<file path="src/rtl/pc_gen_pkg.sv">
// pc_pkg: shared state encoding and default parameters for the pc_gen fetch PC generator.
package pc_pkg;
  typedef enum logic [1:0] {BOOT, RUN, HALT} pc_state_e;
  localparam int DEF_XLEN = 32;
  localparam logic [31:0] DEF_RESET_VEC = 32'h0000_0000;
  localparam logic [31:0] DEF_TRAP_VEC = 32'h0000_0100;
  localparam int DEF_INC = 4;
endpackage

</file>
<file path="src/rtl/pc_gen_if.sv">
// pc_gen_if: fetch request bus between pc_gen (master) and instruction fetch (slave).
interface pc_gen_if #(parameter int XLEN = 32);
  logic            i_ready;
  logic            i_stall;
  logic            i_redirect;
  logic [XLEN-1:0] i_redirect_pc;
  logic            i_trap;
  logic            i_halt;
  logic            i_resume;
  logic [XLEN-1:0] o_pc;
  logic [XLEN-1:0] o_pc_inc;
  logic            o_valid;
  logic            o_halted;
  logic            o_misalign;
  modport master (
    input  i_ready, i_stall, i_redirect, i_redirect_pc, i_trap, i_halt, i_resume,
    output o_pc, o_pc_inc, o_valid, o_halted, o_misalign
  );
  modport slave (
    output i_ready, i_stall, i_redirect, i_redirect_pc, i_trap, i_halt, i_resume,
    input  o_pc, o_pc_inc, o_valid, o_halted, o_misalign
  );
endinterface

</file>
<file path="src/rtl/pc_gen_next_sel.sv">
// pc_next_sel: next-PC priority mux (trap > redirect > increment); PC_GEN_ALIGN_CHECK_EN adds misaligned-redirect trapping.
module pc_next_sel import pc_pkg::*; #(
  parameter int              XLEN     = DEF_XLEN,
  parameter logic [XLEN-1:0] TRAP_VEC = XLEN'(DEF_TRAP_VEC),
  parameter int              INC      = DEF_INC
) (
  input  pc_state_e       state,
  input  logic [XLEN-1:0] pc,
  input  logic            ready,
  input  logic            stall,
  input  logic            redirect,
  input  logic [XLEN-1:0] redirect_pc,
  input  logic            trap,
  output logic [XLEN-1:0] pc_next,
  output logic [XLEN-1:0] pc_inc,
  output logic            misalign
);
  logic redir_ok;
  assign pc_inc = pc + XLEN'(INC);
  assign redir_ok = redirect && (state == RUN || state == HALT);
`ifdef PC_GEN_ALIGN_CHECK_EN
  assign misalign = redir_ok && |(redirect_pc & XLEN'(INC - 1));
`else
  assign misalign = 1'b0;
`endif
  assign pc_next = (trap || misalign) ? TRAP_VEC :
                   redir_ok ? redirect_pc :
                   (state == RUN && ready && !stall) ? pc_inc : pc;
endmodule

</file>
<file path="src/rtl/pc_gen.sv">
// pc_gen: fetch-stage PC generator with BOOT/RUN/HALT control; optional PC_GEN_ALIGN_CHECK_EN traps misaligned redirects.
module pc_gen import pc_pkg::*; #(
  parameter int              XLEN      = DEF_XLEN,
  parameter logic [XLEN-1:0] RESET_VEC = XLEN'(DEF_RESET_VEC),
  parameter logic [XLEN-1:0] TRAP_VEC  = XLEN'(DEF_TRAP_VEC),
  parameter int              INC       = DEF_INC
) (
  input logic    i_clk,
  input logic    i_rst,
  pc_gen_if.master bus
);
  pc_state_e state, st, state_next;
  logic [XLEN-1:0] pc, pc_next, pc_inc;
  logic misalign, misalign_q;
  // undefined encodings behave exactly like BOOT
  assign st = (state == RUN || state == HALT) ? state : BOOT;
  pc_next_sel #(.XLEN(XLEN), .TRAP_VEC(TRAP_VEC), .INC(INC)) u_sel (
    .state(st),
    .pc(pc),
    .ready(bus.i_ready),
    .stall(bus.i_stall),
    .redirect(bus.i_redirect),
    .redirect_pc(bus.i_redirect_pc),
    .trap(bus.i_trap),
    .pc_next(pc_next),
    .pc_inc(pc_inc),
    .misalign(misalign)
  );
  always_comb begin
    state_next = BOOT;
    state_next = (st == RUN) ? (bus.i_halt ? HALT : RUN) :
                 (st == HALT) ? ((bus.i_trap || misalign || bus.i_resume) ? RUN : HALT) :
                 ((bus.i_halt && !bus.i_trap) ? HALT : RUN);
  end
  always_ff @(posedge i_clk) begin
    if (i_rst) begin
      state      <= BOOT;
      pc         <= RESET_VEC;
      misalign_q <= 1'b0;
    end else begin
      state      <= state_next;
      pc         <= pc_next;
      misalign_q <= misalign;
    end
  end
  assign bus.o_pc       = pc;
  assign bus.o_pc_inc   = pc_inc;
  assign bus.o_valid    = (st == RUN);
  assign bus.o_halted   = (st == HALT);
  assign bus.o_misalign = misalign_q;
endmodule
</file>
<file path="src/flat_wrapper.sv">
// flat-port wrapper written by rule: the top's interface ports become plain ports
module pc_gen_flat import pc_pkg::*;
#(
  parameter int              XLEN      = DEF_XLEN,
  parameter logic [XLEN-1:0] RESET_VEC = XLEN'(DEF_RESET_VEC),
  parameter logic [XLEN-1:0] TRAP_VEC  = XLEN'(DEF_TRAP_VEC),
  parameter int              INC       = DEF_INC
)
  (i_clk, i_rst, bus_i_ready, bus_i_stall, bus_i_redirect, bus_i_redirect_pc, bus_i_trap, bus_i_halt, bus_i_resume, bus_o_pc, bus_o_pc_inc, bus_o_valid, bus_o_halted, bus_o_misalign);
  pc_gen_if #(.XLEN(XLEN)) bus_i ();
  input logic i_clk;
  input logic i_rst;
  input wire logic [$bits(bus_i.i_ready)-1:0] bus_i_ready;
  input wire logic [$bits(bus_i.i_stall)-1:0] bus_i_stall;
  input wire logic [$bits(bus_i.i_redirect)-1:0] bus_i_redirect;
  input wire logic [$bits(bus_i.i_redirect_pc)-1:0] bus_i_redirect_pc;
  input wire logic [$bits(bus_i.i_trap)-1:0] bus_i_trap;
  input wire logic [$bits(bus_i.i_halt)-1:0] bus_i_halt;
  input wire logic [$bits(bus_i.i_resume)-1:0] bus_i_resume;
  output wire logic [$bits(bus_i.o_pc)-1:0] bus_o_pc;
  output wire logic [$bits(bus_i.o_pc_inc)-1:0] bus_o_pc_inc;
  output wire logic [$bits(bus_i.o_valid)-1:0] bus_o_valid;
  output wire logic [$bits(bus_i.o_halted)-1:0] bus_o_halted;
  output wire logic [$bits(bus_i.o_misalign)-1:0] bus_o_misalign;
  assign bus_i.i_ready = bus_i_ready;
  assign bus_i.i_stall = bus_i_stall;
  assign bus_i.i_redirect = bus_i_redirect;
  assign bus_i.i_redirect_pc = bus_i_redirect_pc;
  assign bus_i.i_trap = bus_i_trap;
  assign bus_i.i_halt = bus_i_halt;
  assign bus_i.i_resume = bus_i_resume;
  assign bus_o_pc = bus_i.o_pc;
  assign bus_o_pc_inc = bus_i.o_pc_inc;
  assign bus_o_valid = bus_i.o_valid;
  assign bus_o_halted = bus_i.o_halted;
  assign bus_o_misalign = bus_i.o_misalign;
  pc_gen #(.XLEN(XLEN), .RESET_VEC(RESET_VEC), .TRAP_VEC(TRAP_VEC), .INC(INC)) u_core (.i_clk(i_clk), .i_rst(i_rst), .bus(bus_i));
endmodule
</file>
<file path="config.mk">
export PLATFORM = sky130hd
export DESIGN_NAME = pc_gen_flat
export DESIGN_NICKNAME = d
export VERILOG_FILES = /design/src/rtl/pc_gen_pkg.sv /design/src/rtl/pc_gen_if.sv /design/src/rtl/pc_gen_next_sel.sv /design/src/rtl/pc_gen.sv /design/src/flat_wrapper.sv
export SDC_FILE = /design/constraint.sdc
export NUM_CORES = 1
export LEC_CHECK = 0
export CAP_MARGIN = 10
export CORE_ASPECT_RATIO = 1.2
export CORE_MARGIN = 1.5
export CORE_UTILIZATION = 40
export DETAILED_ROUTE_END_ITERATION = 10
export DONT_BUFFER_PORTS = 1
export HOLD_SLACK_MARGIN = 0.15
export RECOVER_POWER = 100
export SYNTH_ARGS = -nofsm -noshare
export SYNTH_HDL_FRONTEND = slang
export SYNTH_SLANG_ARGS = --single-unit
</file>
<file path="constraint.sdc">
create_clock -name i_clk -period 3.2 [get_ports i_clk]
set_input_delay 0.96 -clock i_clk [delete_from_list [all_inputs] [get_ports i_clk]]
set_output_delay 0.96 -clock i_clk [all_outputs]
set_load 0.005 [all_outputs]
</file>
==> summary.md, run 1 <==
| Metric | Value |
|---|---|
| Outcome | `finished, violations left` |
| Failing checks | `max-capacitance violations, max-slew violations` |
| Post-synth top flop | `dfxtp_1` |
| Final period util | `95.61%` |
| Peak Freq | `326.9 MHz` |
| GR Overflow Total | `0` |
| Total track usage | `20.44%` |
| Net Switching | `roughly 260 uW` |
| Post-DP HPWL | `4836 um` |
| Die Wd | `74.06 um` |
| Gpl congestion | `0.7897` |
| Boundary Pins | `107` |
| CTS Buf Count | `5` |
| Clk Latency, worst-skew pair | `0.29 ns` |
| Fin. Hold Viols | `0` |
| I/O Buffers | `0` |
| WP data required | `roughly 2.2 ns` |
| Number of H-tree levels | `2` |
| Final setup fails | `0` |
| Kind of critical path | `reg2out` |
| Critical path fanouts, max | `8` |
| Register share of total power | `52.6%` |
| DIE AREA | `0.006537 sq mm` |
| Logic pwr share | `11.7%` |
| Worst reg-to-reg setup slack | `about 0.49 ns` |
| Leak | `approximately 0.00085 uW` |
| Critical path startpoint | `u_core.bus.o_pc[3]` |
| Critical path's largest stage delay | `about 0.44 ns` |
| DRC errors left | `0` |
| Syn Nets | `345` |
| CTS Sinks | `34` |
| Max-slew violations | `58` |
| Syn-to-layout area delta | `4.543%` |
| Post-synth EDFFs | `0` |
| Clock skew after layout | `0.007234 ns` |
| # diodes | `0` |
| Via Count | `around 2100` |
| Worst slew margin | `-25.46%` |
| Max-cap viol count | `1` |
| RSZ-0062 raised after global routing | `no` |
| Yosys cell types | `45` |
| Fin crit period | `~3.1 ns` |
| Vias in the first global route | `2060` |
| Worst path cell trace | `ha_2 -> nand3_4 -> nor4_4 -> nand2_2 -> or4_4 -> xnor2_2` |
| Mapped Area | `about 0.0024 sq mm` |
| Initial Utilization | `42.20%` |
| Startpoint types | `flop` |
| CTS hold repair buffers | `0` |
| Initial DRC Count | `102` |
| Placement row count | `30` |
| Ys Warns | `0` |
| Peak supply drop | `a little under 0.0002 V` |
| Worst Path Buf+Inv | `0` |
| Global-route wire length before repair | `roughly 10000 um` |
| Crit path to | `bus_o_pc_inc[26]` |
| Critical R2R Launch | `u_core.state[0]` |
| Post-Route Utilization | `44.12%` |
| Worst-path clk slew | `roughly 0.07 ns` |
| Initial antenna violation count | `0` |
| Clock share of power | `35.7%` |
| Top Family by Delay on Critical Path | `simple AND/OR/NAND/NOR gates` |
| Cell-internal power | `650.9 uW` |
| Worst reg2reg path depth | `6` |
| Critical Path Sink Type | `primary output` |
| Pre-antenna DRT Iters | `4` |
| Die H | `about 88 um` |
| Setup TNS | `0 ns` |
| Largest net degree at the start of global routing | `58` |
| Nets | `340` |
| Total routed wirelength | `6447 um` |
| Register bit total from synthesis | `34` |
| Worst-case clock buffer depth | `2` |
| Switching power share of the total | `28.78%` |
| Post-DRT Antenna Nets | `0` |
| Arrival @ worst endpoint | `2.10 ns` |
| Vias/cell | `5.673` |
| Asr flop ratio synth | `0%` |
| CTS tree | `built` |
| Worst-Margin Slew | `roughly 1.9 ns` |
| Slowest cell on crit path | `or4_4` |
| Worst hold path class | `reg2reg` |
| Pwr/cell area | `360.7 mW/mm^2` |
| Ratio of cells with drive above 1 in the final layout | `10.14%` |
| Per-cell routed wire length | `roughly 17 um` |
| Levels on crit path | `6` |
| CTS Root Cell | `clkbuf_8` |
| Sequential fraction of the synthesis area | `between 20% and 30%` |
| Mapped Cells | `302` |
| Area of the core | `0.005743 sq mm` |
| Syn Area/Cell | `8.025 sq um` |
[cell usage after synthesis, types with 2 or more instances]
| master | n | area [sq um] |
|---|---|---|
| a211oi_1 | 5 | 37.54 |
| buf_2 | 4 | 20.02 |
| xnor2_1 | 25 | 219.0 |
| clkbuf_1 | 12 | 45.04 |
| nor3_1 | 8 | 40.04 |
| nand3_1 | 19 | 95.09 |
| inv_1 | 4 | 15.01 |
| a22o_1 | 2 | 17.52 |
| nor2b_1 | 2 | 12.51 |
| and4_1 | 2 | 17.52 |
| nor4_4 | 3 | 63.81 |
| nand4_2 | 2 | 25.02 |
| or3_1 | 2 | 12.51 |
| nand2_1 | 25 | 93.84 |
| buf_4 | 9 | 67.56 |
| and3_1 | 6 | 37.54 |
| nand4_1 | 12 | 75.07 |
| nand2_2 | 2 | 12.51 |
| or2_2 | 2 | 12.51 |
| o21ai_0 | 20 | 100.1 |
| dfxtp_1 | 34 | 680.7 |
| a311oi_1 | 4 | 35.03 |
| nand3_4 | 2 | 35.03 |
| nor4_1 | 3 | 18.77 |
| xor2_1 | 27 | 236.5 |
| ha_1 | 3 | 37.54 |
| nor2_1 | 26 | 97.59 |
| a21oi_1 | 20 | 100.1 |
[metrics by stage]
stage	power, uW	cells	cell area, sq um	hold WS (ns)	setup WS (ns)
after floorplan	574.7	302	2424	0.4658	0.4328
after global placement	599.3	370	2491	0.4951	0.4077
after detailed placement	600.7	370	2491	0.4984	0.3785
after CTS	923.1	376	2574	0.5085	0.05043
after global routing	961.1	376	2534	0.5494	0.03138
final	913.9	376	2534	0.5051	0.1405
[repair_timing]
item / 4_1_cts / 5_1_grt
endpoints found under the setup margin: 0 / 2
buffers inserted: 0 / 0
gates resized for setup: 0 / 2
[state kept, by name, summed over array words and instances, names as in the netlist, named ones only]
| name | flops |
|---|---|
| u_core.state | 2 |
| u_core.bus.o_pc | 30 |
[final cells by class]
type | instances | area [sq um]
fill | 620 | 3209
timing repair buffer | 13 | 71.32
tap | 80 | 100.1
clock buffer | 6 | 82.58
inverter | 5 | 32.53
sequential | 34 | 681.9
multi-input combinational | 238 | 1565
[power by group through the flow]
| stage | combinational, uW | sequential (uW) | clock, uW |
|---|---|---|---|
| 3_3_place_gp | 109 | 490 | 0 |
| 6_report | 107 | 481 | 326 |
| 3_5_place_dp | 110 | 491 | 0 |
| 4_1_cts | 111 | 481 | 332 |
| 5_1_grt | 122 | 485 | 354 |
| 2_1_floorplan | 101 | 473 | 0 |
[how the worst min path moves through the flow]
stage,slack [ns],startpoint,endpoint,depth (start not counted)
4_1_cts,0.51,flop,flop,2
2_1_floorplan,0.47,flop,flop,2
3_5_place_dp,0.50,flop,flop,2
3_3_place_gp,0.50,flop,flop,2
5_1_grt,0.55,flop,flop,2
6_report,0.51,flop,flop,2
[worst reg2reg max path, cell delays in order, from the launching register on]
cell and delay (ns):
dfxtp_1 0.34, inv_1 0.05, ha_1 0.28, nand2b_1 1.38, clkbuf_4 0.42, nand2_1 0.06
a21oi_1 0.13
[kinds of logic (layout without fill, tap and decap cells)]
logic type / Yosys count / count (layout) / synth area share [%]
AND/OR/NAND/NOR: 127 / 127 / 31.08
other: 1 / 1 / 0.1547
XOR/XNOR: 53 / 53 / 19.46
buffers and inverters: 30 / 24 / 6.814
AO/OA/AOI/OAI: 54 / 54 / 12.86
adder cells (fa/ha/maj): 3 / 3 / 1.549
flip-flops: 34 / 34 / 28.08
[cells in the final DEF, fill, tap and decap left out, types with 5 or more instances in the layout]
master / count
nor3_1: 8
xnor2_1: 25
a211oi_1: 5
xor2_1: 27
nand3_1: 19
dfxtp_1: 33
buf_4: 5
and3_1: 6
clkbuf_1: 7
nand2_1: 25
nand4_1: 12
o21ai_0: 20
a21oi_1: 20
nor2_1: 26
clkbuf_8: 6
[per-layer routing]
| metal | global-route usage [%] | wire (um) | up-vias | part of all wire [%] |
|---|---|---|---|---|
| met2 | 34.42 | 3120 | 87 | 48 |
| li1 | - | - | 1048 | - |
| met5 | 0 | 0 | - | 0 |
| met4 | 6.566 | 105 | 0 | 1.6 |
| met1 | 24.16 | 2679 | 987 | 42 |
| met3 | 7.062 | 542 | 11 | 8.4 |
No activity file was read; power rests on OpenSTA's default activity.
==> inputs of run 2 (changes only) <==
- ABC_CLOCK_PERIOD_IN_PS: default -> 3200
==> results of run 2 <==
Same layout as run 1: the final DEF is identical, and so are final timing and power.
==> inputs of run 3 (changes only) <==
- RECOVER_POWER: 100 -> 50
==> summary.md, run 3 (synthesis gave the netlist of run 1 again) <==
| Metric | Value |
|---|---|
| Outcome | `finished, violations left` |
| Failing checks | `max-capacitance violations, max-slew violations` |
| Vias/cell | `5.710 (+0.66%)` |
| CTS Buf Count | `5 (unchanged)` |
| Critical path fanouts, max | `8 (unchanged)` |
| DRC errors left | `0 (unchanged)` |
| Worst slew margin | `-25.00% (+0.46 points)` |
| Max reg flops | `30 (unchanged)` |
| Peak Freq | `325.5 MHz (-0.41%)` |
| Most frequent cells in the layout | `dfxtp_1, xor2_1, nor2_1, nand2_1, xnor2_1` |
| CTS tree | `built` |
| Total track usage | `20.44% (unchanged)` |
| Area of the core | `0.005743 sq mm (unchanged)` |
| Nets | `340 (unchanged)` |
| WP data required | `2.24 ns (about the same)` |
| Setup slack after layout | `0.1279 ns (-0.01259 ns)` |
| Fin Hold WS | `0.5054 ns (+0.0002540 ns)` |
| Largest net degree at the start of global routing | `58 (unchanged)` |
| Boundary Pins | `107 (unchanged)` |
| Number of H-tree levels | `2 (unchanged)` |
| Pwr/cell area | `356.8 mW/mm^2 (-1.1%)` |
| Critical R2R Launch | `u_core.state[0]` |
| Post-DRT Antenna Nets | `0 (unchanged)` |
| Worst hold path class | `reg2reg` |
| Worst reg-to-reg setup slack | `0.59 ns (+0.10 ns)` |
| Post-Route Utilization | `44.58% (+0.46 points)` |
| CTS resizes | `0 (unchanged)` |
| Hold Crit Depth | `2 (unchanged)` |
| Max-slew violations | `58 (unchanged)` |
| Reg2Reg Capture Point | `u_core.bus.o_pc[21]` |
| Startpoint types | `flop` |
| Initial Utilization | `42.20% (unchanged)` |
| Worst-path clk slew | `0.07 ns (about the same)` |
| # diodes | `0 (unchanged)` |
| Place WS | `0.3785 ns (unchanged)` |
| Gpl congestion | `0.7897 (unchanged)` |
| Max-cap viol count | `1 (unchanged)` |
| Arrival @ worst endpoint | `2.11 ns (about the same)` |
| Initial DRC Count | `118 (+16%)` |
| Setup TNS | `0 ns (unchanged)` |
| Final setup fails | `0 (unchanged)` |
| CTS Root Cell | `clkbuf_8` |
| Clock skew after layout | `0.006892 ns (-0.0003425 ns)` |
| Critical Path Sink Type | `primary output` |
| Critical path startpoint | `u_core.bus.o_pc[3]` |
| Initial antenna violation count | `0 (unchanged)` |
| Die Wd | `74.06 um (unchanged)` |
| CTS Sinks | `34 (unchanged)` |
| Placement row count | `30 (unchanged)` |
| Worst-Margin Slew | `1.875 ns (-0.006840 ns)` |
| I/O Buffers | `0 (unchanged)` |
| Global-route wire length before repair | `10140 um (unchanged)` |
| Commonest non-fill, non-tap cell in the layout | `dfxtp_1` |
| Worst-case clock buffer depth | `2 (unchanged)` |
| CTS hold repair buffers | `0 (unchanged)` |
| DIE AREA | `0.006537 sq mm (unchanged)` |
| Post-CTS Setup Repair Bufs | `0 (unchanged)` |
| Clk Latency, worst-skew pair | `0.29 ns (about the same)` |
| Vias in the first global route | `2060 (unchanged)` |
| Die H | `88.27 um (unchanged)` |
| Final period util | `96.00% (+0.39 points)` |
| Via Count | `2147 (+0.66%)` |
| Post-DP HPWL | `4836 um (unchanged)` |
| Syn-to-layout area delta | `5.627%` |
| Fin. Hold Viols | `0 (unchanged)` |
| Ratio of cells with drive above 1 in the final layout | `11.49% (+1.4 points)` |
| Leak | `0.0008820 uW (+3.3%)` |
| Worst reg2reg path depth | `5 (-1)` |
| Pre-antenna DRT Iters | `4 (unchanged)` |
| Fin crit period | `3.072 ns (+0.01259 ns)` |
| Total routed wirelength | `6432 um (-0.23%)` |
| Kind of critical path | `reg2out` |
| Per-cell routed wire length | `17.11 um (-0.23%)` |
| RSZ-0062 raised after global routing | `no` |
| GR Overflow Total | `0 (unchanged)` |
| Peak supply drop | `0.0001974 V (about the same)` |
-- run 3: metrics by stage --
step	total power [uW]	cells	area [sq um]
2_1_floorplan	574.7	302	2424
3_3_place_gp	599.3	370	2491
3_5_place_dp	600.7	370	2491
4_1_cts	923.1	376	2574
5_1_grt	961.3	376	2560
6_report	913.3	376	2560
-- run 3: layout make-up --
| class | instances | area [sq um] |
|---|---|---|
| inverters | 5 | 32.53 |
| well taps | 80 | 100.1 |
| multi-input cells | 238 | 1580 |
| clock buffers | 6 | 82.58 |
| repair buffers | 13 | 82.58 |
| flip-flops and latches | 34 | 681.9 |
| fillers | 613 | 3183 |
-- run 3: critical path, stage by stage, from the launching register on --
cell and delay [ns]:
dfxtp_1 0.42, ha_2 0.27, nand3_4 0.16, nor4_4 0.29, nand2_2 0.08, or4_4 0.44, xnor2_2 0.15
-- run 3: power breakdown --
part | leakage (uW) | internal, uW | total [uW] | switching, uW
Sequential | 0.000277 | 443 | 481 | 38.5
Clock | 0.0000431 | 166 | 325 | 159
Combinational | 0.000562 | 42.4 | 107 | 64.4
Total | 0.000882 | 651 | 913 | 262
-- run 3: routing by layer --
layer	vias to the layer above	global-route usage [%]	wire [um]
met5	-	0	0
met4	0	6.566	105
met3	11	7.062	523
met2	91	34.42	3125
met1	999	24.16	2678
li1	1046	-	-
-- run 3: how the worst max path moves through the flow --
stage / endpoint / slack (ns) / cells after the start
final: bus_o_pc_inc[26] / 0.13 / 6
after global routing: bus_o_pc_inc[30] / 0.03 / 6
after CTS: bus_o_pc_inc[26] / 0.05 / 6
after detailed placement: bus_o_pc_inc[26] / 0.38 / 6
after global placement: bus_o_pc_inc[26] / 0.41 / 6
after floorplan: bus_o_pc_inc[26] / 0.43 / 6
